===== config.mk =====
export PLATFORM = sky130hd
export DESIGN_NAME = regfile_wb_scheduler_flat
export DESIGN_NICKNAME = d
export VERILOG_FILES = /design/src/rtl/regfile_wb_scheduler_pkg.sv /design/src/rtl/regfile_wb_scheduler_if.sv /design/src/rtl/regfile_wb_scheduler_rr_arbiter3.sv /design/src/rtl/regfile_wb_scheduler.sv /design/src/flat_wrapper.sv
export SDC_FILE = /design/constraint.sdc
export NUM_CORES = 1
export LEC_CHECK = 0
export ABC_AREA = 1
export BUFFER_PORTS_ARGS = -buffer_cell sky130_fd_sc_hd__clkbuf_2
export CORE_ASPECT_RATIO = 2
export CORE_MARGIN = 5
export CORE_UTILIZATION = 45
export DETAILED_ROUTE_END_ITERATION = 8
export PLACE_DENSITY = 0.74
export SYNTH_ARGS = -nofsm -noshare
export SYNTH_HDL_FRONTEND = slang
export SYNTH_HIERARCHICAL = 1
export SYNTH_SLANG_ARGS = --single-unit

===== constraint.sdc =====
create_clock -name clk -period 2.22 [get_ports clk]
set_input_delay 0.333 -clock clk [delete_from_list [all_inputs] [get_ports clk]]
set_output_delay 0.333 -clock clk [all_outputs]
set_load 0.01 [all_outputs]

===== src/rtl/regfile_wb_scheduler_pkg.sv =====
// rtl/regfile_wb_scheduler_pkg.sv - shared constants and helpers for the write-back scheduler
package regfile_wb_scheduler_pkg;

    typedef enum logic [1:0] {
        WR_NONE = 2'b00,
        WR_LINK = 2'b01,
        WR_R1   = 2'b10,
        WR_R2   = 2'b11
    } wr_code_e;

    typedef enum logic [1:0] {
        REQ_ALU  = 2'd0,
        REQ_LD   = 2'd1,
        REQ_LINK = 2'd2
    } req_id_e;

    localparam int NUM_REQ      = 3;
    localparam int LINK_IDX_DEF = 31;

    // Requester slot reached by stepping k places from p, wrapping modulo 3.
    function automatic logic [1:0] rr_slot(input logic [1:0] p, input int k);
        int s;
        s = int'(p) + k;
        if (s >= NUM_REQ) begin
            s = s - NUM_REQ;
        end
        return s[1:0];
    endfunction

endpackage


===== src/rtl/regfile_wb_scheduler_if.sv =====
// rtl/regfile_wb_scheduler_if.sv - requester-side write-back request bus
interface regfile_wb_scheduler_if #(
    parameter int DATA_W = 32,
    parameter int IDX_W  = 5
);
    logic [2:0]          req_valid;
    logic [2:0]          req_ready;
    logic [3*IDX_W-1:0]  req_idx;
    logic [3*DATA_W-1:0] req_data;

    modport master (
        output req_valid,
        output req_idx,
        output req_data,
        input  req_ready
    );

    modport slave (
        input  req_valid,
        input  req_idx,
        input  req_data,
        output req_ready
    );
endinterface


===== src/rtl/regfile_wb_scheduler_rr_arbiter3.sv =====
// rtl/regfile_wb_scheduler_rr_arbiter3.sv - three-way round-robin arbiter with one-hot grant
module rr_arbiter3
    import regfile_wb_scheduler_pkg::*;
(
    input  logic       clk,
    input  logic       rst,
    input  logic [2:0] req,
    output logic [2:0] grant,
    output logic       grant_valid,
    output logic [1:0] grant_id
);

    logic [1:0] rr_ptr;

    // Nothing is granted while reset is held, so requests in that window are dropped.
    always_comb begin
        grant       = '0;
        grant_valid = 1'b0;
        grant_id    = REQ_ALU;
        if (!rst) begin
            for (int k = 0; k < NUM_REQ; k++) begin
                if (!grant_valid && req[rr_slot(rr_ptr, k)]) begin
                    grant_valid = 1'b1;
                    grant_id    = rr_slot(rr_ptr, k);
                end
            end
            if (grant_valid) begin
                grant[grant_id] = 1'b1;
            end
        end
    end

    always_ff @(posedge clk) begin
        if (rst) begin
            rr_ptr <= 2'd0;
        end else if (grant_valid) begin
            rr_ptr <= rr_slot(grant_id, 1);
        end
    end

endmodule


===== src/rtl/regfile_wb_scheduler.sv =====
// rtl/regfile_wb_scheduler.sv - register-file write-port arbiter with pending-write scoreboard
module regfile_wb_scheduler
    import regfile_wb_scheduler_pkg::*;
#(
    parameter int DATA_W   = 32,
    parameter int IDX_W    = 5,
    parameter int LINK_IDX = LINK_IDX_DEF
) (
    input  logic              clk,
    input  logic              rst,
    regfile_wb_scheduler_if.slave req,
    output logic [1:0]        wr_code,
    output logic [IDX_W-1:0]  wr_idx,
    output logic [DATA_W-1:0] wr_data,
    input  logic              rsv_valid,
    input  logic [IDX_W-1:0]  rsv_idx,
    input  logic [IDX_W-1:0]  src_a_idx,
    input  logic [IDX_W-1:0]  src_b_idx,
    output logic              src_a_busy,
    output logic              src_b_busy,
    output logic              err_double_rsv
);

    localparam int NREG = 1 << IDX_W;

    logic [2:0]        grant;
    logic              grant_valid;
    logic [1:0]        grant_id;
    logic [IDX_W-1:0]  sel_idx;
    logic [DATA_W-1:0] sel_data;
    logic [NREG-1:0]   pending;
    logic [NREG-1:0]   pending_next;
    logic              wr_active;
    logic              double_rsv;

    rr_arbiter3 u_arb (
        .clk         (clk),
        .rst         (rst),
        .req         (req.req_valid),
        .grant       (grant),
        .grant_valid (grant_valid),
        .grant_id    (grant_id)
    );

    assign req.req_ready = grant;

    assign sel_idx  = req.req_idx[grant_id*IDX_W +: IDX_W];
    assign sel_data = req.req_data[grant_id*DATA_W +: DATA_W];

    // Index and data hold across idle cycles; only the code drops to none.
    always_ff @(posedge clk) begin
        if (rst) begin
            wr_code <= WR_NONE;
            wr_idx  <= '0;
            wr_data <= '0;
        end else if (grant_valid) begin
            if (grant_id == REQ_LINK) begin
                wr_code <= WR_LINK;
                wr_idx  <= IDX_W'(LINK_IDX);
            end else begin
                wr_code <= WR_R1;
                wr_idx  <= sel_idx;
            end
            wr_data <= sel_data;
        end else begin
            wr_code <= WR_NONE;
        end
    end

    assign wr_active = (wr_code != WR_NONE);

    // Clear first, then set, so a reservation landing on the retiring index survives.
    always_comb begin
        pending_next = pending;
        if (wr_active) begin
            pending_next[wr_idx] = 1'b0;
        end
        if (rsv_valid) begin
            pending_next[rsv_idx] = 1'b1;
        end
    end

    assign double_rsv = rsv_valid && pending[rsv_idx] &&
                        !(wr_active && (wr_idx == rsv_idx));

    always_ff @(posedge clk) begin
        if (rst) begin
            pending        <= '0;
            err_double_rsv <= 1'b0;
        end else begin
            pending <= pending_next;
            if (double_rsv) begin
                err_double_rsv <= 1'b1;
            end
        end
    end

    assign src_a_busy = pending[src_a_idx];
    assign src_b_busy = pending[src_b_idx];

endmodule


===== src/flat_wrapper.sv =====
// flat-port wrapper written by rule: the top's interface ports become plain ports
module regfile_wb_scheduler_flat import regfile_wb_scheduler_pkg::*;
#(
    parameter int DATA_W   = 32,
    parameter int IDX_W    = 5,
    parameter int LINK_IDX = LINK_IDX_DEF
)
  (clk, rst, wr_code, wr_idx, wr_data, rsv_valid, rsv_idx, src_a_idx, src_b_idx, src_a_busy, src_b_busy, err_double_rsv, req_req_valid, req_req_idx, req_req_data, req_req_ready);
  regfile_wb_scheduler_if #(.DATA_W(DATA_W), .IDX_W(IDX_W)) req_i ();
  input  logic clk;
  input  logic rst;
  output logic [1:0] wr_code;
  output logic [IDX_W-1:0] wr_idx;
  output logic [DATA_W-1:0] wr_data;
  input  logic rsv_valid;
  input  logic [IDX_W-1:0] rsv_idx;
  input  logic [IDX_W-1:0] src_a_idx;
  input  logic [IDX_W-1:0] src_b_idx;
  output logic src_a_busy;
  output logic src_b_busy;
  output logic err_double_rsv;
  input wire logic [$bits(req_i.req_valid)-1:0] req_req_valid;
  input wire logic [$bits(req_i.req_idx)-1:0] req_req_idx;
  input wire logic [$bits(req_i.req_data)-1:0] req_req_data;
  output wire logic [$bits(req_i.req_ready)-1:0] req_req_ready;
  assign req_i.req_valid = req_req_valid;
  assign req_i.req_idx = req_req_idx;
  assign req_i.req_data = req_req_data;
  assign req_req_ready = req_i.req_ready;
  regfile_wb_scheduler #(.DATA_W(DATA_W), .IDX_W(IDX_W), .LINK_IDX(LINK_IDX)) u_core (.clk(clk), .rst(rst), .req(req_i), .wr_code(wr_code), .wr_idx(wr_idx), .wr_data(wr_data), .rsv_valid(rsv_valid), .rsv_idx(rsv_idx), .src_a_idx(src_a_idx), .src_b_idx(src_b_idx), .src_a_busy(src_a_busy), .src_b_busy(src_b_busy), .err_double_rsv(err_double_rsv));
endmodule

==> flow_metrics.env, run 1 <==
export IMPL_layout_min_cycle_time_ns=2.295
export IMPL_hold_slack_ns=0.2432
export IMPL_area_growth_synth_to_final_pct=37.46
export IMPL_r2r_setup_slack_ns=-0.02
export IMPL_worst_slew_pin_transition_ns=0.5545
export IMPL_instances_no_fill=1102
export IMPL_grt_pass1_vias=5850
export IMPL_ios=177
export IMPL_h_tree_depth=3
export IMPL_antenna_found_initial=0
export IMPL_skew_ns=0.007861
export IMPL_cts_root_buf="clkbuf_16"
export IMPL_layout_commonest_cell="nand2_1"
export IMPL_drive_gt1_share_pct=31.30
export IMPL_clk_latency_ns=0.33
export IMPL_cts_tree="done"
export IMPL_max_cap_violations=0
export IMPL_die_w_um=82.39
export IMPL_final_hold_violation_count=0
export IMPL_hp_start="req_req_data[85]"
export IMPL_clkSlewWorstSetupHoldPaths_ns=0.06
export IMPL_synthTopCellsByArea="dfxtp_1, nand2_1, o21ai_0, nor2_1, a21oi_1"
export IMPL_start_kind="register"
export IMPL_synth_seq_cells=74
export IMPL_crit_required_ns=1.89
export IMPL_p_leak_nw=2.936
export IMPL_whs_endpoint="u_core/wr_data[21]"
export IMPL_track_usage_pct=27.36
export IMPL_async_flop_share_pct=0
export IMPL_wire_per_inst_um=15.68
export IMPL_timing_final_max_slew_violations=0
export IMPL_grt_overflow_total=0
export IMPL_ant_nets=0
export IMPL_setup_violations=12
export IMPL_grt_pass1_wl_um=27100
export IMPL_fp_row_count=53
export IMPL_syn_inst=773
export IMPL_setup_slack_ns=-0.07490
export IMPL_fmax_ghz=0.4357
export IMPL_chipHeight_um=154.8
export IMPL_cts_hold_buf=0
export IMPL_die_area_mm2=0.01275
export IMPL_status="finished with violations"
export IMPL_port_buffers=171
export IMPL_coreArea_mm2=0.01041
export IMPL_critPathKind="register to output port"
export IMPL_grt_start_max_net_pins=54
export IMPL_nets=1097
export IMPL_avgViaCountPerCell=5.427
export IMPL_place_ws_ns=-0.1297
export IMPL_yosysTopAreaCellShare_pct=31.41
export IMPL_synth_edff_count=0
export IMPL_hold_path_class="input pin to register"
export IMPL_end_kind="output port"
export IMPL_vdd_drop_max_mv=1.000
export IMPL_r2r_end="u_core/wr_data[28]"
export IMPL_layout_common_cells="nand2_1, clkbuf_2, nor2_1, o21ai_0, dfxtp_1"
export IMPL_powerDensity_mw_per_mm2=1261
export IMPL_cts_path_max_buffers=2
export IMPL_drc=0
export IMPL_avgSynthCellArea_um2=6.101
export IMPL_synth_cell_types=34
export IMPL_gp_congestion=0.8913
export IMPL_crit_fanout=4
export IMPL_cts_made_buffers=9
export IMPL_synth_ff_type="dfxtp_1"
export IMPL_initialDrtViolationCount=478
export IMPL_yosys_area_top_type="dfxtp_1"
export IMPL_place_inst=1082
export IMPL_drtPass1Iterations=5
export IMPL_num_vias=5981
export IMPL_dp_hpwl_um=13140
export IMPL_rsz0062_at_grt="yes"
export IMPL_maxSlewHeadroom_pct=62.98
export IMPL_r2r_start="u_core/u_arb/rr_ptr[0]"
export IMPL_totalWireLength_um=17270
export IMPL_synth_area_mm2=0.004716
export IMPL_r2r_cells=16
export IMPL_initial_core_util_pct=45.30
export IMPL_cp_data_arrival_time_ns=1.96
export IMPL_yosysWarnings=6
export IMPL_synth_seq_area_share_pct=31.41
export IMPL_clock_sinks=74
export IMPL_synth_nets=910
export IMPL_diodes=0
export IMPL_violations="negative setup slack"
export IMPL_finalCritPeriodShare_pct=103.4
export IMPL_whs_path_depth=3
critical path: stages, from the launching register on:
cell and delay [ns]:
dfxtp_2 0.33, inv_2 0.05, ha_4 0.28, inv_4 0.05, nand2_2 0.06, nand2_2 0.06
a21oi_2 0.17, nand4_1 0.13, nand2_2 0.11, buf_6 0.11, nand2_4 0.06, nor2_2 0.09
buf_2 0.14
cell usage after synthesis (8+ instances only):
master	count
nand3_1	24
nor3_2	10
inv_1	28
nor2_1	99
dfxtp_1	74
a21oi_1	47
nand2_1	221
clkbuf_1	29
o211ai_1	8
o21ai_0	92
a31oi_1	32
o21ai_1	44
inv_2	15
buf_2	12
power by group:
part           internal (mW)  leakage [nW]  switching [mW]
registers               1.65         0.607           0.222
clock network          0.982         0.151           0.583
logic                   2.02          2.18            2.71
total                   4.66          2.94            3.52
stage by stage:
step | utilization, % | instance area [um^2] | power (mW) | TNS [ns]
after floorplan | - | 4721 | 4.264 | 0
final | 62.26 | 6482 | 8.174 | -0.2376
after CTS | 61.63 | 6416 | 7.985 | -0.2344
after detailed placement | 57.24 | 5959 | 6.028 | -3.467
after global placement | 57.24 | 5959 | 5.982 | -1.946
after global routing | 62.26 | 6482 | 8.746 | -5.504
timing repair:
action / in CTS / in global routing
setup buffers: 1 / 1
gates resized for setup: 30 / 23
cloned: 1 / 1
pin swaps: 12 / 2
setup endpoints to repair: 41 / 42
sequential cells by signal, indices dropped and copies added (netlist names):
| signal | flops |
|---|---|
| u_core/err_double_rsv | 1 |
| u_core/pending | 32 |
| u_core/u_arb/rr_ptr | 2 |
| u_core/wr_code | 2 |
| u_core/wr_data | 32 |
| u_core/wr_idx | 5 |
per-layer routing:
layer	track usage, %	share of wire (%)	up-vias
li1	-	-	2959
met1	26.57	33	2664
met2	49.31	54	289
met3	6.002	7.2	69
met4	17.67	5.8	0
met5	0	0	-
kinds of logic after synthesis:
group,Yosys count,synth area share [%]
compound gates,233,26.56
xor+xnor,1,0.1858
fa+ha+maj,5,1.327
buf+inv,86,7.217
flops,74,31.41
simple gates,374,33.30
area by class of cell:
type	count	area [um^2]
Fill cell	1032	3929
Multi-Input combinational cell	613	3022
Sequential cell	74	1484
Timing Repair Buffer	217	1310
Clock buffer	9	225.2
Inverter	45	176.4
Tap cell	137	171.4
Clock inverter	7	93.84
how the worst max path moves through the flow:
| stage | from | depth (start not counted) | end | slack [ns] |
|---|---|---|---|---|
| after floorplan | u_core/u_arb/rr_ptr[0] | 16 | u_core/wr_data[0] | 0.01 |
| after global placement | u_core/u_arb/rr_ptr[0] | 14 | u_core/wr_data[22] | -0.08 |
| after detailed placement | u_core/u_arb/rr_ptr[0] | 16 | u_core/wr_data[24] | -0.13 |
| after CTS | u_core/u_arb/rr_ptr[0] | 12 | req_req_ready[1] | -0.08 |
| after global routing | u_core/u_arb/rr_ptr[0] | 16 | u_core/wr_data[29] | -0.20 |
| final | u_core/u_arb/rr_ptr[0] | 12 | req_req_ready[0] | -0.07 |
Power figures use the tool's default switching activity.
==> run 2, diff against run 1 <==
==> constraint.sdc (replaced) <==
create_clock -name clk -period 2.22 [get_ports clk]
set_input_delay 0.222 -clock clk [delete_from_list [all_inputs] [get_ports clk]]
set_output_delay 0.222 -clock clk [all_outputs]
set_load 0.01 [all_outputs]
==> flow_metrics.env, run 2 (synthesis gave the netlist of run 1 again) <==
export IMPL_status="complete, no violations"
export IMPL_maxSlewHeadroom_pct=61.93
export IMPL_ios=177
export IMPL_clkSlewWorstSetupHoldPaths_ns=0.06
export IMPL_drc=0
export IMPL_worst_slew_pin_transition_ns=0.5702
export IMPL_initial_core_util_pct=45.30
export IMPL_cts_tree="done"
export IMPL_p_clk_share_pct=17.0
export IMPL_drive_gt1_share_pct=32.55
export IMPL_grt_overflow_total=0
export IMPL_cts_path_max_buffers=2
export IMPL_timing_final_max_slew_violations=0
export IMPL_p_int_mw=4.737
export IMPL_cp_data_arrival_time_ns=2.43
export IMPL_place_inst=1078
export IMPL_grt_start_max_net_pins=56
export IMPL_drtPass1Iterations=6
export IMPL_p_total_mw=8.357
export IMPL_cts_made_buffers=9
export IMPL_hold_path_class="input pin to register"
export IMPL_die_area_mm2=0.01275
export IMPL_diodes=0
export IMPL_fp_row_count=53
export IMPL_hold_slack_ns=0.1259
export IMPL_comb_power_share_pct=60.4
export IMPL_r2r_end="u_core/wr_data[18]"
export IMPL_final_hold_violation_count=0
export IMPL_skew_ns=0.009977
export IMPL_dp_hpwl_um=13200
export IMPL_totalWireLength_um=18010
export IMPL_max_cap_violations=0
export IMPL_die_w_um=82.39
export IMPL_clock_sinks=74
export IMPL_layout_common_cells="nand2_1, clkbuf_2, o21ai_0, nor2_1, dfxtp_1"
export IMPL_switching_share_pct=43.31
export IMPL_ant_nets=0
export IMPL_initialDrtViolationCount=427
export IMPL_gp_congestion=0.8955
export IMPL_track_usage_pct=27.50
export IMPL_rsz0062_at_grt="yes"
export IMPL_p_leak_nw=2.989
export IMPL_start_kind="register"
export IMPL_clk_latency_ns=0.33
export IMPL_fin_util_pct=63.27
export IMPL_powerDensity_mw_per_mm2=1269
export IMPL_layout_min_cycle_time_ns=2.217
export IMPL_crit_required_ns=2.43
export IMPL_tns_ns=0
export IMPL_vdd_drop_max_mv=1.066
export IMPL_avgViaCountPerCell=5.450
export IMPL_switchingPower_mw=3.620
export IMPL_antenna_found_initial=0
export IMPL_h_tree_depth=3
export IMPL_end_kind="register"
export IMPL_crit_fanout=6
export IMPL_num_vias=6055
export IMPL_r2r_cells=17
export IMPL_critPathKind="register to register"
export IMPL_layout_commonest_cell="nand2_1"
export IMPL_setup_violations=0
export IMPL_top_regs="u_core/pending: 32 flops, u_core/wr_data: 32 flops, u_core/wr_idx: 5 flops"
export IMPL_nets=1106
export IMPL_wire_per_inst_um=16.21
export IMPL_area_growth_synth_to_final_pct=39.69
export IMPL_crit_path_end="u_core/wr_data[18]"
export IMPL_grt_pass1_vias=5818
export IMPL_r2r_start="u_core/u_arb/rr_ptr[0]"
export IMPL_port_buffers=171
export IMPL_cts_root_buf="clkbuf_16"
export IMPL_crit_start="u_core/u_arb/rr_ptr[0]"
export IMPL_r2r_setup_slack_ns=0.003
export IMPL_fmax_ghz=0.4510
export IMPL_finalCritPeriodShare_pct=99.88
export IMPL_seqPwrFrac_pct=22.6
export IMPL_instances_no_fill=1111
export IMPL_coreArea_mm2=0.01041
export IMPL_grt_pass1_wl_um=27150
export IMPL_chipHeight_um=154.8
## run 2: worst min path at each step
| stage | startpoint | endpoint | slack, ns | cells after the start |
|---|---|---|---|---|
| final | req_req_data[91] | u_core/wr_data[27] | 0.13 | 3 |
| after global routing | req_req_data[90] | u_core/wr_data[26] | 0.13 | 3 |
| after CTS | req_req_data[66] | u_core/wr_data[2] | 0.12 | 3 |
| after detailed placement | u_core/err_double_rsv | u_core/err_double_rsv | 0.46 | 2 |
| after global placement | u_core/err_double_rsv | u_core/err_double_rsv | 0.45 | 2 |
| after floorplan | rst | u_core/u_arb/rr_ptr[1] | 0.35 | 2 |
## run 2: layout make-up
type | count | area, um^2
Fill cell | 1013 | 3824
Timing Repair Buffer | 226 | 1413
Clock buffer | 10 | 229.0
Tap cell | 137 | 171.4
Inverter | 45 | 176.4
Multi-Input combinational cell | 613 | 3057
Sequential cell | 74 | 1484
Clock inverter | 6 | 57.56
## run 2: repair_timing
| action | 4_1_cts | 5_1_grt |
|---|---|---|
| setup endpoints to repair | 39 | 42 |
| setup buffers | 7 | 7 |
| pin swaps | 7 | 23 |
| cloned | 2 | 2 |
| hold buffers | 0 | 0 |
| resized for setup | 15 | 53 |
## run 2: metrics by stage
stage | cell area, um^2 | worst slack (ns)
6_report | 6588 | 0.002581
3_3_place_gp | 5929 | -0.08090
4_1_cts | 6380 | -0.001847
5_1_grt | 6588 | -0.1015
2_1_floorplan | 4721 | 0.01441
3_5_place_dp | 5929 | -0.1275
## run 2: critical path: stages, from the launching register on
cell,delay (ns)
dfxtp_2,0.33
inv_2,0.05
ha_4,0.28
inv_4,0.05
nand2_2,0.05
nand2_2,0.06
a21oi_2,0.17
nand3_2,0.09
nand3_2,0.07
nand2_2,0.07
nor2_4,0.16
inv_2,0.08
buf_12,0.15
buf_8,0.13
nor2_2,0.07
nor2_1,0.04
o21ai_1,0.12
a31oi_1,0.12
## run 2: metal layers
layer	wire length (um)	up-vias	part of all wire, %	track usage, %
met5	0	-	0	0
met4	1188	0	6.6	19.33
met3	1318	82	7.3	7.751
met2	9623	274	53	48.66
met1	5881	2721	33	25.78
li1	-	2978	-	-
## run 2: power by group through the flow
stage	logic [mW]	clock network, mW	registers [mW]
after floorplan	2.28	0	1.98
after global placement	4.05	0	1.89
after detailed placement	4.07	0	1.89
after CTS	4.54	1.44	1.88
after global routing	5.47	1.49	1.93
final	5.05	1.42	1.89
